===== config.mk =====
export PLATFORM = sky130hd
export DESIGN_NAME = instr_prefetch
export DESIGN_NICKNAME = d
export VERILOG_FILES = /design/src/rtl/instr_prefetch_pkg.sv /design/src/rtl/instr_prefetch_fifo.sv /design/src/rtl/instr_prefetch.sv
export SDC_FILE = /design/constraint.sdc
export NUM_CORES = 1
export LEC_CHECK = 0
export CAP_MARGIN = 20
export CORE_MARGIN = 1.5
export CORE_UTILIZATION = 45
export CTS_CLUSTER_SIZE = 30
export DETAILED_ROUTE_END_ITERATION = 7
export PLACE_DENSITY = 0.66
export SETUP_SLACK_MARGIN = 0.3
export SYNTH_ARGS = -nofsm -noshare
export SYNTH_HDL_FRONTEND = slang
export SYNTH_SLANG_ARGS = --single-unit

===== constraint.sdc =====
create_clock -name clk -period 5.7 [get_ports clk]
set_input_delay 1.71 -clock clk [delete_from_list [all_inputs] [get_ports clk]]
set_output_delay 1.71 -clock clk [all_outputs]
set_load 0.02 [all_outputs]

===== src/rtl/instr_prefetch_pkg.sv =====
// Shared definitions for the instruction prefetch unit: FSM states, word
// geometry and the layout of a queued fetch entry.
package instr_prefetch_pkg;

    typedef enum logic [1:0] {
        FETCH = 2'd0,
        WAIT  = 2'd1,
        DRAIN = 2'd2
    } fetch_state_t;

    localparam int DEFAULT_XLEN = 32;
    localparam int WORD_BYTES   = DEFAULT_XLEN / 8;

    // Bytes per instruction word for an arbitrary address/instruction width.
    function automatic int word_bytes(input int xlen);
        return xlen / 8;
    endfunction

    // Queue entry layout: pc in the upper half, instruction word in the lower half.
    typedef struct packed {
        logic [DEFAULT_XLEN-1:0] pc;
        logic [DEFAULT_XLEN-1:0] instr;
    } fetch_entry_t;

endpackage


===== src/rtl/instr_prefetch_fifo.sv =====
// Prefetch queue: power-of-two ring buffer with wrap-bit pointers, flush,
// and simultaneous push/pop that is honoured even when full.
module instr_fifo #(
    parameter int WIDTH = 64,
    parameter int DEPTH = 4
) (
    input  logic             clk,
    input  logic             rst,
    input  logic             flush,
    input  logic             push,
    input  logic [WIDTH-1:0] push_data,
    input  logic             pop,
    output logic [WIDTH-1:0] pop_data,
    output logic             full,
    output logic             empty
);

    localparam int AW = $clog2(DEPTH);
    typedef logic [AW:0] ptr_t;

    ptr_t             wr_ptr;
    ptr_t             rd_ptr;
    logic [WIDTH-1:0] mem [DEPTH];
    logic             do_push;
    logic             do_pop;

    assign empty    = (wr_ptr == rd_ptr);
    assign full     = (wr_ptr[AW] != rd_ptr[AW]) && (wr_ptr[AW-1:0] == rd_ptr[AW-1:0]);
    assign do_pop   = pop && !empty;
    assign do_push  = push && (!full || do_pop);
    assign pop_data = mem[rd_ptr[AW-1:0]];

    always_ff @(posedge clk or posedge rst) begin
        if (rst) begin
            wr_ptr <= '0;
            rd_ptr <= '0;
        end else if (flush) begin
            wr_ptr <= '0;
            rd_ptr <= '0;
        end else begin
            if (do_push) wr_ptr <= wr_ptr + ptr_t'(1);
            if (do_pop)  rd_ptr <= rd_ptr + ptr_t'(1);
        end
    end

    // NOTE: storage has no reset; validity is carried entirely by the pointers.
    always_ff @(posedge clk) begin
        if (do_push && !flush) mem[wr_ptr[AW-1:0]] <= push_data;
    end

endmodule


===== src/rtl/instr_prefetch.sv =====
// Instruction prefetcher: single-outstanding fetch FSM feeding a small queue,
// with branch redirect that flushes the queue and drains any stale response.
module instr_prefetch
    import instr_prefetch_pkg::*;
#(
    parameter int              XLEN     = DEFAULT_XLEN,
    parameter int              DEPTH    = 4,
    parameter logic [XLEN-1:0] RESET_PC = '0
) (
    input  logic            clk,
    input  logic            rst,
    input  logic            isbranchtaken,
    input  logic [XLEN-1:0] branchpc,
    output logic            mem_req_valid,
    input  logic            mem_req_ready,
    output logic [XLEN-1:0] mem_req_addr,
    input  logic            mem_rsp_valid,
    input  logic [XLEN-1:0] mem_rsp_data,
    output logic            instr_valid,
    input  logic            instr_ready,
    output logic [XLEN-1:0] instruction,
    output logic [XLEN-1:0] pc_current
);

    localparam logic [XLEN-1:0] STEP = XLEN'(word_bytes(XLEN));

    fetch_state_t      state;
    logic [XLEN-1:0]   fpc;
    logic [XLEN-1:0]   req_pc;
    logic              fifo_full;
    logic              fifo_empty;
    logic [2*XLEN-1:0] head;
    logic              req_fire;
    logic              push;
    logic              pop;

    // NOTE: request valid is gated by rst so it drops the instant reset asserts.
    assign mem_req_valid = !rst && (state == FETCH) && !fifo_full;
    assign mem_req_addr  = fpc;
    assign req_fire      = mem_req_valid && mem_req_ready;

    // Redirect wins over both a push and a dequeue in the same cycle.
    assign push        = (state == WAIT) && mem_rsp_valid && !isbranchtaken;
    assign instr_valid = !fifo_empty;
    assign pop         = instr_valid && instr_ready && !isbranchtaken;

    assign {pc_current, instruction} = fifo_empty ? '0 : head;

    instr_fifo #(
        .WIDTH (2 * XLEN),
        .DEPTH (DEPTH)
    ) u_fifo (
        .clk       (clk),
        .rst       (rst),
        .flush     (isbranchtaken),
        .push      (push),
        .push_data ({req_pc, mem_rsp_data}),
        .pop       (pop),
        .pop_data  (head),
        .full      (fifo_full),
        .empty     (fifo_empty)
    );

    always_ff @(posedge clk or posedge rst) begin
        if (rst) begin
            state  <= FETCH;
            fpc    <= RESET_PC;
            req_pc <= RESET_PC;
        end else begin
            case (state)
                FETCH: begin
                    if (req_fire) begin
                        req_pc <= fpc;
                        state  <= isbranchtaken ? DRAIN : WAIT;
                        fpc    <= isbranchtaken ? branchpc : fpc + STEP;
                    end else if (isbranchtaken) begin
                        fpc <= branchpc;
                    end
                end
                WAIT: begin
                    if (isbranchtaken) begin
                        fpc   <= branchpc;
                        state <= mem_rsp_valid ? FETCH : DRAIN;
                    end else if (mem_rsp_valid) begin
                        state <= FETCH;
                    end
                end
                DRAIN: begin
                    // Stay here until the stale response has been swallowed.
                    if (isbranchtaken) fpc <= branchpc;
                    if (mem_rsp_valid) state <= FETCH;
                end
                default: state <= FETCH;
            endcase
        end
    end

endmodule


==> results, run 1 <==
- The worst hold path belongs to the class flip-flop to flip-flop.
- The count of nets left with antenna violations once routing finished came out at 0.
- The total chip power is 7.031 mW.
- Counting along the longest clock path gives a buffer depth of 3.
- The synthesized netlist contains 56 unique library cells.
- In this run, the number of DRC markers left after iteration 0 of detailed routing was 602.
- The final setup skew is 0.02007 ns.
- The later pin in the worst-skew pair is clocked with a latency of 0.51 ns.
- By instance count, the cell type seen most on the critical path is sky130_fd_sc_hd__clkdlybuf4s50_1.
- In the global route stage, overall resource usage came out at 19.27%.
- Sorting the synthesized cells by area gives the leading types as sky130_fd_sc_hd__edfxtp_1 57%, sky130_fd_sc_hd__dfrtp_1 13%, sky130_fd_sc_hd__mux4_2 11%.
- The sum of negative setup slack is 0 ns.
- 168 I/O pins were placed.
- In this design, the largest share of critical-path delay is due to buffers and inverters.
- The clock slew at the register clock pins of the worst setup and hold paths is 0.05 ns.
- When the netlist entered floorplanning its net count stood at 866.
- Timing analysis after detailed placement gives a worst setup slack of 0.9631 ns.
- The count of final max-slew check failures is 0.
- In this run the tightest slew margin relative to its limit is 32.07%.
- The leading area contributor after synthesis is sky130_fd_sc_hd__edfxtp_1.
- The worst setup path is captured at an output port.
- Setup repair after global routing left no endpoint under its margin.
- IR analysis of the VDD net gives a maximum drop of 0.0002193 V.
- For the pin with the worst max-slew slack, the measured transition is 1.019 ns.
- The biggest fanout along the worst timing path is 2.
- The placed instances occupy a cell area of 15650 sq um.
- The CTS tree is done.
- The number of non-filler instances in the completed layout is 1380.
- The endpoint of the worst hold-timing path is u_fifo.mem[1][41].
- The count of flip-flops with a built-in enable after synthesis is 256.
- In this run, synthesis produced a sequential element count of 328.
- For this run, design rule violations remaining after detail routing come to 0.
- The number of cells on the worst reg-to-reg path is 8.
- Clock tree synthesis found a total of 328 sinks.
- Gates resized during post-CTS repair numbered 0.
- The detailed router placed 7642 vias in this run.
- Including well taps, the total number of placed cells is 1318.
- Sequential elements use 70.54% of the synthesized area.
- Using the TritonRoute via totals, the vias-per-cell ratio works out to 5.538.
- The cell-internal power is 5.073 mW.
- In this run the tool buffered the top-level ports with 167 buffer cells.
- The switching power as a share of total power is 27.84%.
- The mapped netlist covers 13450 sq um.
- Measured on the finished design, the core utilization comes to 56.66%.
- Along the worst hold path, the cell count comes to 0.
- Post-CTS timing repair inserted 0 buffers for setup.
- At the worst endpoint, the required time is 3.99 ns.
- After global routing the overflow that remains totals 0.
- The final critical path takes up 83.34% of the cycle.
- The maximum number of pins on one net before global-route repair is 74.
- The part of the power in registers is 45.0%.
- The leakage power is 5.683 nW.
- The mean area per synthesized cell is 17.11 sq um.
- In this run, the combinational gates consume 24.3% of the power.
- The setup slack of the most critical reg-to-reg path is 2.88 ns.
- The via count of the first global-routing pass was 7644.
- The startpoint identified for the worst register-to-register timing path is state[0].
- From left edge to right edge, the die measures 175.9 um.
- In the synthesized netlist, the number of instances is 786.
- Buffers inserted during clock tree synthesis total 35.
- The area growth from synthesis to layout is 24.50%.
- The floorplan die area is 30940 sq um.
- The critical path is of the input pin to output port type.
- The kind of start point of the critical path is an input pin.
- The die is 175.9 um tall.
- The average wire length per cell after detail routing is 20.91 um.
- Hold is met by 0.5111 ns.
- Cells with a size suffix above 1 make up 16.97% of the layout.
- For this run, the number of Yosys warnings is 0.
- The final layout contains 1045 nets.
- The highest achievable clock rate is 210.5 MHz.
- The final-report setup violation count is 0.
- In this run the biggest area consumer among cell types represents 57.15% of the synthesized area.
- The flow ran to the end, and the final reports show no timing, DRC or antenna violations.
- The global-route wire length before repair is 45260 um.
- The capture point of the worst reg-to-reg path is mem_req_addr[13].
- The sum of buffers and inverters on the critical path is 3.
- For this run, the detailed router's first-pass iteration total came to 7.
- The max-capacitance violation count is 0.
- Sorting the synthesized cells by how often they occur yields 256 x sky130_fd_sc_hd__edfxtp_1, 72 x sky130_fd_sc_hd__dfrtp_1, 69 x sky130_fd_sc_hd__and2_1.
- Across all setup checks in the final design, the least slack found is 0.9498 ns.
- For this configuration, the core starts out at a cell density of 45.51%.
- After detailed routing, the total wire length is 28850 um.
- In this run the power density over the cells is 419.8 nW/um^2.
- The count of endpoints failing hold in the final timing report is 0.
- The critical path goes through clkdlybuf4s50_1 -> clkinvlp_4 -> and3_1 -> clkdlybuf4s50_1.
- Of all flip-flops after synthesis, the portion carrying an async set or reset was 21.95%.
- The floorplan has 63 rows.
- In this run the power spent charging and discharging nets is 1.957 mW.
- For this run, the leading register cell type out of synthesis is sky130_fd_sc_hd__edfxtp_1.
- The number of antenna violations at the first check in global routing is 0.
- The H-tree was split into 2 levels.
- After routing the design area is 16750 sq um.
- The congestion estimate from routability-driven global placement came to 0.8211.
- The peak per-stage delay on the critical path is 0.54 ns.
- The wire-length estimate of the detail-placed layout is 17570 um.
- Data on the critical path arrives at its endpoint at 3.04 ns.
- The worst hold path begins at req_pc[9].
- The clock network accounts for 30.7% of the total power.
- The buffer cell driving the clock tree root is sky130_fd_sc_hd__clkbuf_16.
- The cell with the most instances after synthesis is sky130_fd_sc_hd__edfxtp_1.
- The diode insertion count for antenna repair is 0.
- The shortest period the worst path allows is 4.750 ns.
- After clock tree synthesis, the flow added hold-fix buffers numbering 0.
- The core area is 29560 sq um.
- The cell with the largest stage delay on the worst path is sky130_fd_sc_hd__clkdlybuf4s50_1.
[worst max-delay path by stage]
stage	from	to	slack (ns)	cells after the start
6_report	rst	mem_req_valid	0.95	4
5_1_grt	rst	mem_req_valid	0.91	4
4_1_cts	rst	mem_req_valid	0.95	4
3_5_place_dp	rst	mem_req_valid	0.96	4
3_3_place_gp	rst	mem_req_valid	0.98	4
2_1_floorplan	rst	mem_req_valid	0.79	2
[area by class of cell]
cell class / count / area (sq um)
sequential: 328 / 9497
fill: 2327 / 12810
inverter: 14 / 56.30
tap: 390 / 488.0
clock inverter: 10 / 110.1
timing repair buffer: 185 / 1857
clock buffer: 52 / 991.0
multi-input combinational: 401 / 3749
[layer usage]
metal / share of wire, % / routed length [um] / GRT usage [%]
met5: 0 / 0 / 0
met2: 48 / 13780 / 30.88
met4: 1.4 / 396 / 4.558
met1: 45 / 12910 / 27.68
met3: 6.1 / 1755 / 3.355
[power groups by stage]
stage / registers [mW] / logic [mW] / clock network (mW)
finish: 3.16 / 1.71 / 2.16
global route: 3.20 / 1.85 / 2.30
CTS: 3.16 / 1.75 / 2.21
detailed placement: 3.21 / 1.74 / 0
global placement: 3.19 / 1.73 / 0
floorplan: 3.17 / 1.01 / 0
[sequential cells by signal, summed over array words and instances (netlist names)]
| name | cells |
|---|---|
| u_fifo.rd_ptr | 3 |
| u_fifo.mem | 256 |
| req_pc | 32 |
| mem_req_addr | 32 |
| state | 2 |
| u_fifo.wr_ptr | 3 |
[kinds of logic after synthesis]
group / after synthesis / synth area share (%)
simple gates: 207 / 8.492
flops: 328 / 70.54
mux: 98 / 13.51
compound gates: 79 / 4.381
xor+xnor: 7 / 0.4558
fa+ha+maj: 10 / 0.9301
buf+inv: 57 / 1.684
[placed cells by master, fill, tap and decap left out, types with 4 or more instances in the layout]
| cell | n |
|---|---|
| sky130_fd_sc_hd__edfxtp_1 | 256 |
| sky130_fd_sc_hd__clkdlybuf4s50_1 | 167 |
| sky130_fd_sc_hd__dfrtp_1 | 70 |
| sky130_fd_sc_hd__and2_1 | 65 |
| sky130_fd_sc_hd__mux4_2 | 64 |
| sky130_fd_sc_hd__clkbuf_16 | 36 |
| sky130_fd_sc_hd__nand2_1 | 33 |
| sky130_fd_sc_hd__nor2_1 | 31 |
| sky130_fd_sc_hd__mux2_2 | 29 |
| sky130_fd_sc_hd__nand3_1 | 22 |
| sky130_fd_sc_hd__a22oi_1 | 17 |
| sky130_fd_sc_hd__o21ai_0 | 16 |
| sky130_fd_sc_hd__buf_4 | 14 |
| sky130_fd_sc_hd__clkbuf_1 | 13 |
| sky130_fd_sc_hd__inv_1 | 12 |
| sky130_fd_sc_hd__ha_1 | 10 |
| sky130_fd_sc_hd__nand4_1 | 9 |
| sky130_fd_sc_hd__nand3b_1 | 9 |
| sky130_fd_sc_hd__a21oi_1 | 6 |
| sky130_fd_sc_hd__and3_1 | 6 |
| sky130_fd_sc_hd__clkinv_1 | 5 |
| sky130_fd_sc_hd__o22ai_1 | 5 |
| sky130_fd_sc_hd__mux2i_1 | 5 |
| sky130_fd_sc_hd__nor3_1 | 5 |
| sky130_fd_sc_hd__xor2_1 | 4 |
| sky130_fd_sc_hd__a41oi_1 | 4 |
| sky130_fd_sc_hd__and2_4 | 4 |
| sky130_fd_sc_hd__a31oi_1 | 4 |
| sky130_fd_sc_hd__or4_1 | 4 |
| sky130_fd_sc_hd__buf_12 | 4 |
[worst reg2reg max path, cell delays in order (launching register included)]
cell and delay, ns:
sky130_fd_sc_hd__dfrtp_1 0.39, sky130_fd_sc_hd__inv_1 0.09, sky130_fd_sc_hd__ha_1 0.31, sky130_fd_sc_hd__nand4bb_1 0.37
sky130_fd_sc_hd__a311oi_2 0.56, sky130_fd_sc_hd__buf_4 0.29, sky130_fd_sc_hd__and2_0 0.32, sky130_fd_sc_hd__a32oi_1 0.16
sky130_fd_sc_hd__o22a_1 0.21
Note: power is estimated with default switching activity, not from simulation.
==> run 2, diff against run 1 <==
==> constraint.sdc (replaced) <==
create_clock -name clk -period 4.4 [get_ports clk]
set_input_delay 1.32 -clock clk [delete_from_list [all_inputs] [get_ports clk]]
set_output_delay 1.32 -clock clk [all_outputs]
set_load 0.02 [all_outputs]
==> run 2 against run 1 <==
Compared with the run above: clock power grew 30%; sequential power rose by 30%; critical path depth stayed put; largest power group unchanged; final area rose by 0.87%; routed wire length up 0.81%; total power is 31% higher; register-to-register slack got worse by 1.5 ns; die area did not move; hold slack got worse by 0.0045 ns; largest cell class unchanged; first-iteration DRC count shrank 18%.
==> results, run 2 (same netlist as run 1, synthesis figures left out) <==
- After clock tree synthesis, the clock-pin slew on the worst setup and hold paths is 0.06 ns.
- The biggest fanout along the worst timing path is 66.
- The count of final max-slew check failures was 0.
- The average wire length per cell after detail routing is 21.02 um.
- The number of antenna violations at the first check in global routing is 2.
- The cell-internal power is 6.630 mW.
- The floorplan has 63 rows.
- Clock tree synthesis found a total of 328 sinks.
- The largest delay contributor family on the critical path is buffers and inverters.
- The H-tree was split into 2 levels.
- Setup repair after global routing left no endpoint under its margin.
- For this block, the routed nets add up to 29090 um of wire.
- The total of fill cells in the finished design is 2306.
- The worst setup path is of the flip-flop to output port kind.
- Global routing finished with a remaining overflow of 0.
- Of the total power, the share spent switching nets is 27.80%.
- The critical path required time is 3.08 ns.
- The register with the most flip-flops in the layout has 256 of them.
- Cells fill 57.15% of the core in the end.
- The floorplan step set the die height to 175.9 um.
- Leaving out fill and tap cells, the most frequent cell in the layout is sky130_fd_sc_hd__edfxtp_1.
- The detailed router placed 7615 vias in this run.
- The cell sitting at the root of the clock tree is a sky130_fd_sc_hd__clkbuf_16.
- Sequential cells burn 44.7% of the power.
- In the finished design, the share of the clock period the worst path needs comes to 90.50%.
- The sum of negative setup slack is 0 ns.
- The floorplan die area is 30940 sq um.
- The global router's overall resource usage is 19.49%.
- The slew at the pin closest to its max-slew limit is 0.9668 ns.
- The effective utilization at floorplan is 45.51%.
- The via count of the first global-routing pass is 7873.
- At the later pin of the worst-skew pair, clock insertion delay measures 0.50 ns.
- The part of the power in the clock network is 30.5%.
- Tracing the worst setup path back leads to its startpoint at u_fifo.rd_ptr[1].
- The post-cts hold buffer count is 0.
- Once detailed placement completed, the half-perimeter wirelength came to 17830 um.
- The net count reported at finish is 1049.
- The highest achievable clock rate is 251.1 MHz.
- The max-capacitance violation count is 0.
- The power density relative to cell area is 543.6 nW/um^2.
- The worst pin sits at a relative slew slack of 35.55%.
- The CTS tree is done.
- STA classifies the critical path startpoint as a flip-flop.
- For the final database, setup skew stands at 0.009810 ns.
- The routability congestion estimate from global placement is 0.8676.
- The cell with the largest stage delay on the worst path is sky130_fd_sc_hd__clkbuf_8.
- The worst register-to-register path begins at state[0].
- After floorplanning, the core was sized to cover 29560 sq um.
- The number of I/O pins is 168.
- The startpoint of the worst hold path is mem_req_addr[1].
- For this run, design rule violations remaining after detail routing come to 0.
- In this run, the number of DRC markers left after iteration 0 of detailed routing was 492.
- The combined area of the multi-input logic cells is 3769 sq um.
- The area growth from synthesis to layout is 25.58%.
- The maximum number of pins on one net before global-route repair is 74.
- The antenna violation net count after detailed routing is 0.
- The relative contribution of combinational cells to total power is 24.8%.
- The horizontal die dimension is 175.9 um.
- The final-report setup violation count is 0.
- The net switching power of the design is 2.553 mW.
- The leakage power is 5.743 nW.
- Across all hold checks on the routed design, the worst slack comes to 0.5066 ns.
- Cells with a size suffix above 1 make up 18.13% of the layout.
- The number of detailed-route iterations in the first pass is 5.
- The area after detailed placement is 15720 sq um.
- The first global-routing pass estimated 45490 um of wire.
- The detail-routed via count per cell is 5.502.
- Buffers inserted during clock tree synthesis total 34.
- The cell area after layout is 16890 sq um.
- The flow ran to the end, and the final reports show no timing, DRC or antenna violations.
- The kind of path behind the tightest hold check is flip-flop to flip-flop.
- The count of buffers added on input and output ports is 167.
- The clock passes through at most 3 buffers.
- STA classifies the critical path endpoint as an output port.
- Together, buffers and inverters on the worst path number 2.
- For this run, the slowest stage of the critical path takes 0.55 ns.
- The maximum vdd drop is 0.0002737 V.
- The count of endpoints failing hold in the final timing report is 0.
- Data on the critical path arrives at its endpoint at 2.66 ns.
- Registers take 9497 sq um.
- Walking the worst path, the cells encountered are clkbuf_8 -> mux4_2 -> and2_1 -> clkdlybuf4s50_1.
- The routed design could run at a clock period as short as 3.982 ns.
- In the layout the commonest cells are 256 x sky130_fd_sc_hd__edfxtp_1, 167 x sky130_fd_sc_hd__clkdlybuf4s50_1, 70 x sky130_fd_sc_hd__dfrtp_1.
## run 2: timing repair
action                                  4_1_cts  5_1_grt
setup buffers                                 1        0
endpoints found under the setup margin       64       10
gates resized for setup                       9        1
## run 2: power by group through the flow
stage                     Clock [mW]  Sequential (mW)  Combinational, mW
final                           2.80             4.10               2.28
after global routing            2.98             4.15               2.47
after CTS                       2.87             4.10               2.32
after detailed placement           0             4.18               2.26
after global placement             0             4.16               2.23
after floorplan                    0             4.11               1.31
## run 2: final timing paths
| path | slack [ns] | cells past startpoint | endpoint |
|---|---|---|---|
| setup reg to reg | 1.43 | 8 | mem_req_addr[13] |
| setup / recovery | 0.42 | 4 | pc_current[13] |
| min in group asynchronous | 1.55 | 3 | mem_req_addr[15] |
| max in group asynchronous | 2.14 | 3 | u_fifo.rd_ptr[0] |
| hold reg to reg | 0.51 | 2 | mem_req_addr[1] |
| hold / removal | 0.51 | 2 | mem_req_addr[1] |
## run 2: through the flow
step / worst slack (ns) / std cells / power (mW)
2_1_floorplan: 0.2902 / 786 / 5.420
3_3_place_gp: 0.4614 / 1322 / 6.398
3_5_place_dp: 0.4581 / 1322 / 6.443
4_1_cts: 0.3206 / 1383 / 9.297
5_1_grt: 0.3170 / 1383 / 9.606
6_report: 0.4182 / 1384 / 9.183
## run 2: tightest hold or removal path: cells and delay by family (launching register included)
family / cells / cell delay, ns
DFF: 1 / 0.37
and+or+nand+nor: 2 / 0.11
## run 2: final cells by class
class	count	share of cell area, %
diodes	1	0.01481
clock buffers	50	6.133
clock inverters	10	0.4666
inverters	14	0.3333
multi-input cells	401	22.31
flip-flops and latches	328	56.22
well taps	390	2.889
repair buffers	190	11.64
## run 2: layer usage
metal / global-route usage (%) / routed length, um / part of all wire, %
met4: 5.021 / 592 / 2.0
met5: 0 / 17 / 0.058
met3: 4.784 / 1977 / 6.8
met2: 30.22 / 13370 / 46
met1: 27.76 / 13130 / 45
==> run 3, diff against run 2 <==
--- a/config.mk
+++ b/config.mk
@@ -10,7 +10,7 @@
 export CORE_UTILIZATION = 45
 export CTS_CLUSTER_SIZE = 30
 export DETAILED_ROUTE_END_ITERATION = 7
-export PLACE_DENSITY = 0.66
+export PLACE_DENSITY = 0.67
 export SETUP_SLACK_MARGIN = 0.3
 export SYNTH_ARGS = -nofsm -noshare
 export SYNTH_HDL_FRONTEND = slang
==> run 3 against run 2 <==
Compared with the run above: critical endpoint is now pc_current[30]; via count grew 1.7%; count of clock-buffer cells in the layout shrank 5; sequential power is essentially flat; clock power grew 1%; register-to-register slack gained 0.29 ns; flip-flop and latch count is the same; routed wire length grew 0.88%; sequential share of layout area shrank 0.33 points; global-route usage shrank 0.29 points; maximum frequency shrank 0.38%; highest routed layer unchanged; non-clock buffer count grew 7.
==> results, run 3 (same netlist as run 1, synthesis figures left out) <==
- The beginning of the critical path is u_fifo.rd_ptr[0].
- The total of fill cells in the finished design is 2295.
- The flow ran to the end, and the final reports show no timing, DRC or antenna violations.
- The core area is 29560 sq um.
- The number of hold buffers added after CTS was 0.
- The share of cells above drive strength 1 is 18.66%.
- The area after detailed placement is 15770 sq um.
- Leaving out fill and tap cells, the most frequent cell in the layout is sky130_fd_sc_hd__edfxtp_1.
- Summing all flip-flop and latch instances after layout gives 9497 sq um.
- met2 is the most crowded layer.
- After clock tree synthesis, the clock-pin slew on the worst setup and hold paths is 0.06 ns.
- The met2 usage is 29.97%.
- The cell with the largest stage delay on the worst path is sky130_fd_sc_hd__clkdlybuf4s50_1.
- Row generation in the floorplan step produced 63 rows.
- The count of placed standard cells including taps is 1326.
- The switching power as a share of total power is 28.16%.
- The diode insertion count for antenna repair is 0.
- Dividing total power by cell area gives a power density of 547.7 nW/um^2.
- The longest clock path from root to sink contains 3 buffers.
- The CTS tree is done.
- From left edge to right edge, the die measures 175.9 um.
- CTS placed an instance of sky130_fd_sc_hd__clkbuf_16 at the clock tree root.
- Combinational logic burns 25.1% of the power.
- The via count of the first global-routing pass is 7818.
- The detail-routed via count per cell is 5.564.
- The endpoint of the most critical setup path is pc_current[30].
- In the layout the commonest cells are 256 x sky130_fd_sc_hd__edfxtp_1, 164 x sky130_fd_sc_hd__clkdlybuf4s50_1, 70 x sky130_fd_sc_hd__dfrtp_1.
- The maximum number of pins on one net before global-route repair is 74.
- The critical path goes through xnor2_1 -> buf_4 -> nand3b_1 -> buf_4 -> buf_12 -> and2_1 -> clkdlybuf4s50_1.
- The type of the worst setup path is flip-flop to output port.
- The highest achievable clock rate is 250.2 MHz.
- In this run the tightest slew margin relative to its limit is 36.90%.
- The later pin in the worst-skew pair is clocked with a latency of 0.50 ns.
- Global routing used 19.20% of the available tracks.
- TritonCTS created 35 clock buffers.
- The global-route wire length before repair is 44980 um.
- The final-report setup violation count is 0.
- The die covers 30940 sq um.
- The number of antenna violations at the first check in global routing is 3.
- The H-tree generated during clock tree synthesis spans 2 levels.
- The average wire length per cell after detail routing is 21.08 um.
- In this design, the critical path's most frequently occurring cell is sky130_fd_sc_hd__buf_4.
- The clock period could shrink to 3.997 ns.
- Once the floorplan was initialized, standard cells occupied 45.51% of the core.
- The die span in y is 175.9 um.
- The worst setup path is launched from a flip-flop.
- For this run, global-route usage on met3 was measured as 4.329%.
- Setup repair after global routing could not meet its margin everywhere.
- The number of port buffers is 167.
- The arrival time reported for the critical path endpoint is 2.68 ns.
- The part of the power in registers is 44.3%.
- With fillers left out, the area of the finished cells amounts to 16990 sq um.
- The critical path required time is 3.08 ns.
- The number of I/O pins is 168.
- Counting cells, the worst reg-to-reg path comes to 8.
- IR analysis of the VDD net gives a maximum drop of 0.0002692 V.
- Relative to the synthesized area, the layout overhead comes to 26.31%.
- The final layout contains 1057 nets.
- The count of final max-slew check failures is 0.
- The share of total power dissipated in the clock network is 30.5%.
- The number of detailed-route iterations in the first pass is 5.
- The setup slack of the most critical reg-to-reg path is 1.72 ns.
- The kind of path behind the tightest hold check is flip-flop to flip-flop.
- The peak per-stage delay on the critical path is 0.61 ns.
- The placed wire-length estimate is 17400 um.
- After the first detailed-routing iteration, the DRC count stood at 628.
- The sum of negative setup slack is 0 ns.
- The max-capacitance violation count is 0.
- The final setup skew is 0.01907 ns.
- The cell-internal power is 6.685 mW.
- The slew at the pin closest to its max-slew limit is 0.9464 ns.
- The leftover overflow at the end of global routing is 0.
- After layout, the worst path uses 90.85% of the clock period.
- The count of endpoints failing hold in the final timing report is 0.
- The worst register-to-register path begins at state[0].
- The flip-flop count of the largest register, all copies and words added is 256.
- The worst setup path is captured at an output port.
- The clock drives 328 sinks.
- After detailed routing, the number of remaining DRC violations is 0.
- The combined area of the multi-input logic cells is 3761 sq um.
- In this run the static leakage power is 5.841 nW.
- The total vias in the final route is 7745.
- In this run the worst path has a maximum fanout of 25.
- The analysis attributes to net switching a power of 2.620 mW.
- The routability congestion estimate from global placement is 0.8075.
- The met1 demand-to-capacity share in global routing is 27.55%.
- The capture point of the worst reg-to-reg path is mem_req_addr[13].
- Once detail routing completed, the nets flagged for antenna violations numbered 0.
- The final routed wirelength across all metal layers is 29340 um.
- The number of non-filler instances in the completed layout is 1392.
-- run 3: worst min path at each step --
| stage | start | endpoint | slack (ns) | cells past startpoint |
|---|---|---|---|---|
| finish | mem_req_addr[0] | mem_req_addr[0] | 0.51 | 2 |
| CTS | mem_req_addr[0] | mem_req_addr[0] | 0.51 | 2 |
| global placement | mem_req_addr[1] | mem_req_addr[1] | 0.49 | 2 |
| detailed placement | mem_req_addr[0] | mem_req_addr[0] | 0.50 | 2 |
| global route | req_pc[14] | u_fifo.mem[0][46] | 0.52 | 0 |
| floorplan | req_pc[0] | u_fifo.mem[0][32] | 0.47 | 0 |
-- run 3: power by group through the flow --
| stage | combinational, mW | sequential (mW) | clock, mW |
|---|---|---|---|
| global route | 2.52 | 4.17 | 3.03 |
| finish | 2.34 | 4.13 | 2.84 |
| floorplan | 1.31 | 4.11 | 0 |
| CTS | 2.29 | 4.12 | 2.90 |
| global placement | 2.26 | 4.16 | 0 |
| detailed placement | 2.28 | 4.18 | 0 |
-- run 3: repair_timing --
item,CTS,global route
setup endpoints to repair,3,37
hold endpoints to repair,0,0
gates cloned,0,2
buffers inserted,0,2
gates resized for setup,2,4
-- run 3: final cells by class --
cell class / instances / area share (%)
Clock buffer: 45 / 5.810
Timing Repair Buffer: 197 / 12.14
Tap cell: 390 / 2.872
Sequential cell: 328 / 55.89
Clock inverter: 17 / 0.8174
Inverter: 14 / 0.3314
Multi-Input combinational cell: 401 / 22.14
-- run 3: worst max-delay path, delay by kind of cell (launching register included) --
kind | cells | cell delay [ns]
xor+xnor | 1 | 0.17
buf+inv | 4 | 1.08
flops | 1 | 0.59
simple gates | 2 | 0.32
-- run 3: through the flow --
step	hold slack [ns]	total power [mW]	worst slack, ns	util (%)
floorplan	0.4709	5.420	0.2902	-
global placement	0.4925	6.425	0.4630	53.36
finish	0.5103	9.305	0.4028	57.48
CTS	0.5083	9.319	0.3187	57.22
detailed placement	0.4950	6.463	0.4491	53.36
global route	0.5188	9.721	0.2850	57.48
-- run 3: metal layers --
metal | vias up | wire, um
met5 | - | 46
met1 | 3950 | 13100
li1 | 3479 | -
met3 | 43 | 1947
met4 | 6 | 481
met2 | 267 | 13770
